**src/rtl/mac_bist_pkg.sv**
```systemverilog
// ============================================================================
// Module      : mac_bist_pkg
// Description : Shared types and default widths for the MAC BIST controller.
// Revision    : 1.0 - initial release
// ============================================================================
`default_nettype none

package mac_bist_pkg;

  // Default datapath widths and pattern count
  localparam int DEF_A_WIDTH      = 8;
  localparam int DEF_W_WIDTH      = 8;
  localparam int DEF_P_WIDTH      = 32;
  localparam int DEF_NUM_PATTERNS = 16;

  // Down-counter width for the WAIT state; holds latencies up to 15
  localparam int WAIT_CNT_WIDTH   = 4;

  // Controller state encoding
  typedef enum logic [2:0] {
    S_IDLE    = 3'd0,
    S_APPLY   = 3'd1,
    S_WAIT    = 3'd2,
    S_COMPARE = 3'd3,
    S_DONE    = 3'd4
  } bist_state_t;

endpackage

`default_nettype wire

```
**src/rtl/mac_bist_scoreboard.sv**
```systemverilog
// ============================================================================
// Module      : mac_bist_scoreboard
// Description : Result comparison, saturating mismatch counter and capture of
//               the first failing pattern address.
// Revision    : 1.0 - initial release
// ============================================================================
`default_nettype none

module mac_bist_scoreboard
  import mac_bist_pkg::*;
#(
  parameter int P_WIDTH    = DEF_P_WIDTH,
  parameter int ADDR_WIDTH = 4
) (
  input  logic                  clk,
  input  logic                  rst,
  input  logic                  clear,
  input  logic                  compare_en,
  input  logic [P_WIDTH-1:0]    result,
  input  logic [P_WIDTH-1:0]    expected,
  input  logic [ADDR_WIDTH-1:0] addr,
  output logic                  mismatch,
  output logic [ADDR_WIDTH-1:0] fail_count,
  output logic [ADDR_WIDTH-1:0] first_fail_addr
);

  localparam logic [ADDR_WIDTH-1:0] CNT_MAX = {ADDR_WIDTH{1'b1}};
  localparam logic [ADDR_WIDTH-1:0] CNT_ONE = ADDR_WIDTH'(1);

  // Full-width signed equality check, only meaningful while comparing
  always_comb begin
    mismatch = compare_en && ($signed(result) != $signed(expected));
  end

  // Count mismatches (saturating) and remember where the first one happened
  always_ff @(posedge clk or posedge rst) begin
    if (rst) begin
      fail_count      <= '0;
      first_fail_addr <= '0;
    end else if (clear) begin
      fail_count      <= '0;
      first_fail_addr <= '0;
    end else if (mismatch) begin
      if (fail_count != CNT_MAX) begin
        fail_count <= fail_count + CNT_ONE;
      end
      if (fail_count == '0) begin
        first_fail_addr <= addr;
      end
    end
  end

endmodule

`default_nettype wire

```
**src/rtl/mac_bist_controller.sv**
```systemverilog
// ============================================================================
// Module      : mac_bist_controller
// Description : Built-in self test sequencer for a MAC unit. Walks pattern ROM
//               addresses 1..NUM_PATTERNS-1, drives the MAC, waits its
//               latency and checks each result against the golden value.
//               Optional build macro BIST_STOP_ON_FAIL_EN ends the pass at
//               the first mismatch.
// Revision    : 1.0 - initial release
// ============================================================================
`default_nettype none

module mac_bist_controller
  import mac_bist_pkg::*;
#(
  parameter int NUM_PATTERNS = DEF_NUM_PATTERNS,
  parameter int ADDR_WIDTH   = $clog2(NUM_PATTERNS),
  parameter int A_WIDTH      = DEF_A_WIDTH,
  parameter int W_WIDTH      = DEF_W_WIDTH,
  parameter int P_WIDTH      = DEF_P_WIDTH,
  parameter int MAC_LATENCY  = 2
) (
  input  logic                  clk,
  input  logic                  rst,
  input  logic                  start,
  output logic [ADDR_WIDTH-1:0] rom_addr,
  input  logic [A_WIDTH-1:0]    rom_a,
  input  logic [W_WIDTH-1:0]    rom_w,
  input  logic [P_WIDTH-1:0]    rom_p,
  input  logic [P_WIDTH-1:0]    rom_expected,
  output logic [A_WIDTH-1:0]    mac_a,
  output logic [W_WIDTH-1:0]    mac_w,
  output logic [P_WIDTH-1:0]    mac_p,
  output logic                  mac_valid,
  input  logic [P_WIDTH-1:0]    mac_result,
  output logic                  busy,
  output logic                  done,
  output logic                  pass,
  output logic [ADDR_WIDTH-1:0] fail_count,
  output logic [ADDR_WIDTH-1:0] first_fail_addr
);

  localparam logic [ADDR_WIDTH-1:0]     LAST_ADDR = ADDR_WIDTH'(NUM_PATTERNS - 1);
  localparam logic [ADDR_WIDTH-1:0]     ADDR_ONE  = ADDR_WIDTH'(1);
  localparam logic [WAIT_CNT_WIDTH-1:0] WAIT_LOAD = WAIT_CNT_WIDTH'(MAC_LATENCY);
  localparam logic [WAIT_CNT_WIDTH-1:0] WAIT_ONE  = WAIT_CNT_WIDTH'(1);

  bist_state_t               state;
  logic [WAIT_CNT_WIDTH-1:0] wait_cnt;
  logic [P_WIDTH-1:0]        expected_q;
  logic [P_WIDTH-1:0]        result_q;
  logic                      start_ok;
  logic                      compare_en;
  logic                      mismatch;

  // A start request is honoured only when no pass is running
  always_comb begin
    start_ok   = start && ((state == S_IDLE) || (state == S_DONE));
    compare_en = (state == S_COMPARE);
  end

  mac_bist_scoreboard #(
    .P_WIDTH    (P_WIDTH),
    .ADDR_WIDTH (ADDR_WIDTH)
  ) u_scoreboard (
    .clk             (clk),
    .rst             (rst),
    .clear           (start_ok),
    .compare_en      (compare_en),
    .result          (result_q),
    .expected        (expected_q),
    .addr            (rom_addr),
    .mismatch        (mismatch),
    .fail_count      (fail_count),
    .first_fail_addr (first_fail_addr)
  );

  // Sequencer: pattern walk, operand/expected capture and status outputs
  always_ff @(posedge clk or posedge rst) begin
    if (rst) begin
      state      <= S_IDLE;
      rom_addr   <= '0;
      mac_a      <= '0;
      mac_w      <= '0;
      mac_p      <= '0;
      mac_valid  <= 1'b0;
      busy       <= 1'b0;
      done       <= 1'b0;
      pass       <= 1'b0;
      wait_cnt   <= '0;
      expected_q <= '0;
      result_q   <= '0;
    end else begin
      mac_valid <= 1'b0;
      case (state)
        S_IDLE, S_DONE: begin
          if (start_ok) begin
            // Address 0 is the ROM's all-zero default and is skipped
            rom_addr <= ADDR_ONE;
            done     <= 1'b0;
            pass     <= 1'b0;
            busy     <= 1'b1;
            state    <= S_APPLY;
          end
        end
        S_APPLY: begin
          mac_a      <= rom_a;
          mac_w      <= rom_w;
          mac_p      <= rom_p;
          expected_q <= rom_expected;
          mac_valid  <= 1'b1;
          wait_cnt   <= WAIT_LOAD;
          state      <= S_WAIT;
        end
        S_WAIT: begin
          if (wait_cnt == WAIT_ONE) begin
            result_q <= mac_result;
            wait_cnt <= '0;
            state    <= S_COMPARE;
          end else begin
            wait_cnt <= wait_cnt - WAIT_ONE;
          end
        end
        S_COMPARE: begin
`ifdef BIST_STOP_ON_FAIL_EN
          if (mismatch) begin
            busy  <= 1'b0;
            done  <= 1'b1;
            pass  <= 1'b0;
            state <= S_DONE;
          end else
`endif
          if (rom_addr == LAST_ADDR) begin
            // The scoreboard updates on this same edge, so fold in mismatch
            busy  <= 1'b0;
            done  <= 1'b1;
            pass  <= (fail_count == '0) && !mismatch;
            state <= S_DONE;
          end else begin
            rom_addr <= rom_addr + ADDR_ONE;
            state    <= S_APPLY;
          end
        end
        default: begin
          state <= S_IDLE;
          busy  <= 1'b0;
        end
      endcase
    end
  end

endmodule

`default_nettype wire

```
**config.mk**
```make
export PLATFORM = sky130hd
export DESIGN_NAME = mac_bist_controller
export DESIGN_NICKNAME = d
export VERILOG_FILES = /design/src/rtl/mac_bist_pkg.sv /design/src/rtl/mac_bist_scoreboard.sv /design/src/rtl/mac_bist_controller.sv
export SDC_FILE = /design/constraint.sdc
export NUM_CORES = 1
export LEC_CHECK = 0
export CAP_MARGIN = 20
export CELL_PAD_IN_SITES_DETAIL_PLACEMENT = 1
export CELL_PAD_IN_SITES_GLOBAL_PLACEMENT = 1
export CORE_MARGIN = 2
export CORE_UTILIZATION = 40
export CTS_CLUSTER_DIAMETER = 30
export DETAILED_ROUTE_END_ITERATION = 7
export GPL_ROUTABILITY_DRIVEN = 0
export HOLD_SLACK_MARGIN = 0.05
export PLACE_DENSITY_LB_ADDON = 0.1
export SLEW_MARGIN = 20
export SYNTH_ARGS = -nofsm -noshare
export SYNTH_HDL_FRONTEND = slang
export SYNTH_SLANG_ARGS = --single-unit
```
**constraint.sdc**
```tcl
create_clock -name clk -period 12.51 [get_ports clk]
set_clock_uncertainty 0.1 [all_clocks]
set_input_delay 3.753 -clock clk [delete_from_list [all_inputs] [get_ports clk]]
set_output_delay 3.753 -clock clk [all_outputs]
set_load 0.01 [all_outputs]
```
==> results of run 1 <==
[cell type report]
class	count	area [µm²]	share of cell area (%)
clock buffers	19	453	5.45
clock inverters	13	225	2.71
inverters	8	35.0	0.421
multi-input cells	249	2190	26.3
flip-flops and latches	135	3380	40.6
well taps	180	225	2.71
repair buffers	182	1810	21.8
[state kept, by name, indices dropped and copies added, names as in the netlist]
| name | count |
|---|---|
| busy | 1 |
| done | 1 |
| expected_q | 32 |
| mac_a | 8 |
| mac_p | 32 |
| mac_valid | 1 |
| mac_w | 8 |
| pass | 1 |
| result_q | 32 |
| rom_addr | 4 |
| state | 3 |
| u_scoreboard.fail_count | 4 |
| u_scoreboard.first_fail_addr | 4 |
| wait_cnt | 4 |
[per-stage QoR]
step           power, µW  setup WS (ps)  instances
6_report            2200           7200        786
3_5_place_dp        1640           6720        754
3_3_place_gp        1600           6780        754
4_1_cts             2230           7180        786
2_1_floorplan       1290           5050        410
5_1_grt             2340           7010        786
[metal layers]
layer	up-vias	share of wire (%)
met1	1966	38
met4	0	1.1
met5	-	0
met2	132	51
li1	1790	-
met3	12	9.8
[power by group]
part / internal (µW) / switching (µW) / total [µW]
clock: 383 / 183 / 566
combinational: 503 / 325 / 828
sequential: 653 / 148 / 801
total: 1540 / 656 / 2200
[synthesized netlist by cell type (all sizes together) (4+ instances only)]
cell type / number
ha: 5
dfrtp: 135
nand3: 7
a21o: 4
nand4: 10
xnor2: 33
a21oi: 5
buf: 17
inv: 8
nand2: 24
o21ai: 6
mux2: 113
nor2: 13
[worst paths after layout]
check / end / slack, ps / cells past startpoint
setup / recovery: fail_count[2] / 7200 / 1
hold / removal: done$_DFFE_PP0P_ / 370 / 2
setup reg to reg: u_scoreboard.fail_count[1]$_DFFE_PP0P_ / 10070 / 6
hold reg to reg: done$_DFFE_PP0P_ / 370 / 2
max in group asynchronous: result_q[4]$_DFFE_PP0P_ / 7260 / 3
min in group asynchronous: mac_w[4]$_DFFE_PP0P_ / 3690 / 2
[logic make-up (layout without fill, tap and decap cells)]
| family | count (synthesis) | in the layout | share of synthesized area (%) |
|---|---|---|---|
| DFF | 135 | 135 | 59.4 |
| muxes | 114 | 114 | 22.6 |
| and+or+nand+nor | 72 | 72 | 6.41 |
| xor gates and xnor gates | 34 | 34 | 5.24 |
| buffers and inverters | 26 | 222 | 2.20 |
| AOI/OAI and AO/OA | 24 | 24 | 3.06 |
| adders and majority gates | 5 | 5 | 1.10 |
[cell usage in the layout (no fill, tap or decap), drive strengths merged, types with 2 or more instances in the layout]
cell | synthesis | routed
a211oi | 2 | 2
a21o | 4 | 4
a21oi | 5 | 5
and2 | 2 | 2
and3 | 2 | 2
buf | 17 | 4
bufinv | 0 | 6
clkbuf | 1 | 19
clkdlybuf4s50 | 0 | 178
clkinv | 0 | 6
dfrtp | 135 | 135
ha | 5 | 5
inv | 8 | 8
mux2 | 113 | 113
nand2 | 24 | 24
nand2b | 2 | 2
nand3 | 7 | 7
nand4 | 10 | 10
nor2 | 13 | 13
nor3 | 3 | 3
nor3b | 2 | 2
nor4 | 2 | 2
o21ai | 6 | 6
o31ai | 3 | 3
or3 | 2 | 2
xnor2 | 33 | 33
==> results.md, run 1 <==
- Slew Viols, Final: 0
- Pwr dens: 264 nW/µm²
- Synth Warn #: 0
- Final Cycle Share: 42.4%
- WP buf/inv: 1
- Synth Cell Area: 5680 µm²
- Initial antenna violation count: 0
- Met2 Usage GRT: 33.3%
- Share of layout cells above drive strength 1: 25.7%
- Fmax: 188 MHz
- DP HPWL: 9.82 mm
- 1st-iter DRT viols: 107
- Post-synthesis async set-or-reset flop share: 100%
- Type of the worst setup path: reg -> out
- Total GRT Usage: 19.7%
- Post-layout util: 59.9%
- CTS tree: done
- Prevailing post-synth register cell: dfrtp_1
- Worst skew pair latency: 410 ps
- ANT cells: 0
- Synth-to-Final Area Change: 46.3%
- Main area contributors after synthesis: dfrtp_1 59%, mux2_2 22%, xnor2_1 5.1%, nand2_1 1.6%, buf_2 1.4%
- Critical path data arrival time: 1460 ps
- Hold Crit Class: reg -> reg
- Drc violations: 0
- Slew HR: 39.7%
- DRT Pass-1 Iters: 4
- GRT overflow: 0
- Cells along the critical path: clkdlybuf4s50_1
- First-pass GRT wire length: 22.3 mm
- Crit path launch type: register
- Clk slew on worst S/H paths: 60 ps
- CP startpoint: u_scoreboard.fail_count[2]$_DFFE_PP0P_
- Met3 Usage GRT: 9.64%
- Peak supply drop: 0.109 mV
- Vias in the first global route: 4406
- Vias per cell: 4.96
- DP Area: 7640 µm²
- Total core area: 13900 µm²
- Leak: 0.00344 µW
- Setup-failing EPs final: 0
- Req. time, crit path: 8660 ps
- Sink Count: 135
- IO Port Bufs: 178
- Total CTS buffers: 17
- Die Width: 123 µm
- EDFF count, synth: 0
- Hold WS: 374 ps
- Largest net degree at the start of global routing: 75
- Vias: 3900
- H-Tree Depth: 4
- Yosys reg bits: 135
- Final Hold Viols: 0
- Actual slew at the worst max-slew pin: 905 ps
- Cell family with the largest share of critical-path delay: buffers and inverters
- Crit end category: primary output
- Syn nets: 530
- Largest buffer count on any clock path: 2
- # IOs: 179
- Max-cap viol count: 0
- Cell at the root of the clock tree: clkbuf_16
- Global-route track usage on met1: 21.8%
- Setup_tns: 0 ps
- Worst R2R Start: result_q[11]$_DFFE_PP0P_
- Post-route minimum period: 5310 ps
- Final WL: 14.1 mm
- Final ANT Viol Nets: 0
- Post-CTS Setup Bufs: 0
- Final instance area: 8310 µm²
- Total die area: 15200 µm²
- Final #Nets: 713
- Synth cell types: 36
- GRT busiest layer: met2
- Post-CTS Hold Buffers: 0
- Drt wl/cell: 17.9 µm
- Resized Gates After CTS: 0
- CP max stage cell: clkdlybuf4s50_1
- Avg Inst Size Synth: 13.9 µm²
- Hold path start: done$_DFFE_PP0P_
- Post-Synthesis Cells: 410
- # fillers: 1383
- Yosys top cell area share: 59.4%
- Row count: 43
- Critical path's largest stage delay: 580 ps
- Critical path peak fanout: 6
- Status: completed
- Area leader, netlist: dfrtp_1
- Initial Utilization: 41.0%
- Die height: 123 µm
- RSZ-0062 raised after global routing: no
- Register area share after synthesis: 59.4%
Note: power is estimated with default switching activity, not from simulation.
==> run 2, diff against run 1 <==
--- a/config.mk
+++ b/config.mk
@@ -9,7 +9,7 @@
 export CELL_PAD_IN_SITES_DETAIL_PLACEMENT = 1
 export CELL_PAD_IN_SITES_GLOBAL_PLACEMENT = 1
 export CORE_MARGIN = 2
-export CORE_UTILIZATION = 40
+export CORE_UTILIZATION = 37
 export CTS_CLUSTER_DIAMETER = 30
 export DETAILED_ROUTE_END_ITERATION = 7
 export GPL_ROUTABILITY_DRIVEN = 0
==> constraint.sdc (replaced) <==
create_clock -name clk -period 5.2 [get_ports clk]
set_clock_uncertainty 0.1 [all_clocks]
set_input_delay 1.56 -clock clk [delete_from_list [all_inputs] [get_ports clk]]
set_output_delay 1.56 -clock clk [all_outputs]
set_load 0.01 [all_outputs]
==> results.md, run 2 (synthesized netlist as in run 1, its figures left out) <==
- CP max stage cell: clkdlybuf4s50_1
- WP buf/inv: 1
- Final #Nets: 713
- Actual slew at the worst max-slew pin: 858 ps
- Post-CTS Setup Bufs: 0
- Req. time, crit path: 3540 ps
- Pwr dens: 625 nW/µm²
- Cell family with the largest share of critical-path delay: buffers and inverters
- Final ANT Viol Nets: 0
- CTS tree: done
- Most frequent cells in the layout: 178 x clkdlybuf4s50_1, 135 x dfrtp_1, 112 x mux2_2
- Max-cap viol count: 0
- Final Power: 5170 µW
- Initial antenna violation count: 0
- Critical path's largest stage delay: 580 ps
- Resized Gates After CTS: 0
- Commonest non-fill, non-tap cell in the layout: clkdlybuf4s50_1
- DRT Pass-1 Iters: 4
- Total CTS buffers: 17
- Cell at the root of the clock tree: clkbuf_16
- Type of the worst setup path: reg -> out
- Psw: 1580 µW
- Critical path peak fanout: 6
- Final WL: 14.2 mm
- Peak supply drop: 0.316 mV
- Drc violations: 0
- Die height: 128 µm
- H-Tree Depth: 4
- ANT cells: 0
- Hold Crit Class: reg -> reg
- Clk pwr share: 24.1%
- Initial Utilization: 37.7%
- # IOs: 179
- Reg area: 3380 µm²
- Post-route minimum period: 3120 ps
- Slew HR: 42.6%
- Post-CTS Hold Buffers: 0
- Worst skew pair latency: 410 ps
- Crit end category: primary output
- Row count: 45
- Top Registers: expected_q: 32 flops, mac_p: 32 flops, result_q: 32 flops
- Sw Share: 30.5%
- Slew Viols, Final: 0
- Vias per cell: 4.95
- Setup-failing EPs final: 0
- IO Port Bufs: 178
- Leak: 0.00340 µW
- Status: completed
- Vias: 3924
- Critical path data arrival time: 1460 ps
- Total core area: 15100 µm²
- Total GRT Usage: 18.6%
- Die Width: 128 µm
- Reg power frac: 37.2%
- Largest net degree at the start of global routing: 78
- Total die area: 16400 µm²
- Largest buffer count on any clock path: 2
- Vias in the first global route: 4562
- Sink Count: 135
- Final Hold Viols: 0
- Area of the multi-input gates: 2190 µm²
- Combinational share of power: 38.7%
- Clk slew on worst S/H paths: 60 ps
- DP HPWL: 10.1 mm
- RSZ-0062 raised after global routing: no
- Fmax: 321 MHz
- Synth-to-Final Area Change: 45.7%
- 1st-iter DRT viols: 141
- Share of layout cells above drive strength 1: 25.8%
- Drt wl/cell: 18.0 µm
- GRT overflow: 0
- Final Cycle Share: 60.0%
- # fillers: 1514
- Post-layout util: 54.9%
- First-pass GRT wire length: 23.4 mm
- Setup_tns: 0 ps
- Crit path launch type: register
- Cells along the critical path: clkdlybuf4s50_1
- Int Pwr: 3590 µW
[run 2: routing by layer]
layer  vias up  global-route usage [%]  share of wire (%)
met5         -                       0                  0
met4         0                    6.72                1.5
met3        14                    8.85                9.9
met2       127                    31.4                 50
met1      1987                    20.4                 39
li1       1796                       -                  -
[run 2: layout make-up]
| type | instances | area share (%) |
|---|---|---|
| tap | 188 | 2.84 |
| clock buffer | 18 | 5.30 |
| multi-input combinational | 249 | 26.4 |
| inverter | 8 | 0.408 |
| timing repair buffer | 182 | 22.0 |
| clock inverter | 13 | 2.18 |
| sequential | 135 | 40.8 |
[run 2: final timing paths]
check | start | endpoint | slack, ps | cells past startpoint
max reg2reg | state[0]$_DFFE_PP0P_ | expected_q[18]$_DFFE_PP0P_ | 2690 | 4
max in group asynchronous | rst | result_q[21]$_DFFE_PP0P_ | 2600 | 3
min reg2reg | done$_DFFE_PP0P_ | done$_DFFE_PP0P_ | 380 | 2
min in group asynchronous | rst | mac_p[2]$_DFFE_PP0P_ | 1550 | 2
max | rom_addr[2]$_DFFE_PP0P_ | rom_addr[2] | 2080 | 1
min | done$_DFFE_PP0P_ | done$_DFFE_PP0P_ | 380 | 2
[run 2: through the flow]
step                      hold WS (ps)  setup slack, ps  area [µm²]  std cells
final                              379             2080        8280        793
after global routing               410             2000        8280        793
after CTS                          387             2060        8280        793
after detailed placement           373             2100        7660        762
after global placement             362             2130        7660        762
after floorplan                    365             1860        5690        410
[run 2: power groups by stage]
| stage | clock [µW] | sequential (µW) | combinational [µW] |
|---|---|---|---|
| final | 1250 | 1920 | 2000 |
| after global routing | 1330 | 2010 | 2190 |
| after CTS | 1280 | 1930 | 2050 |
| after detailed placement | 0 | 1940 | 2030 |
| after global placement | 0 | 1900 | 1970 |
| after floorplan | 0 | 1960 | 1140 |
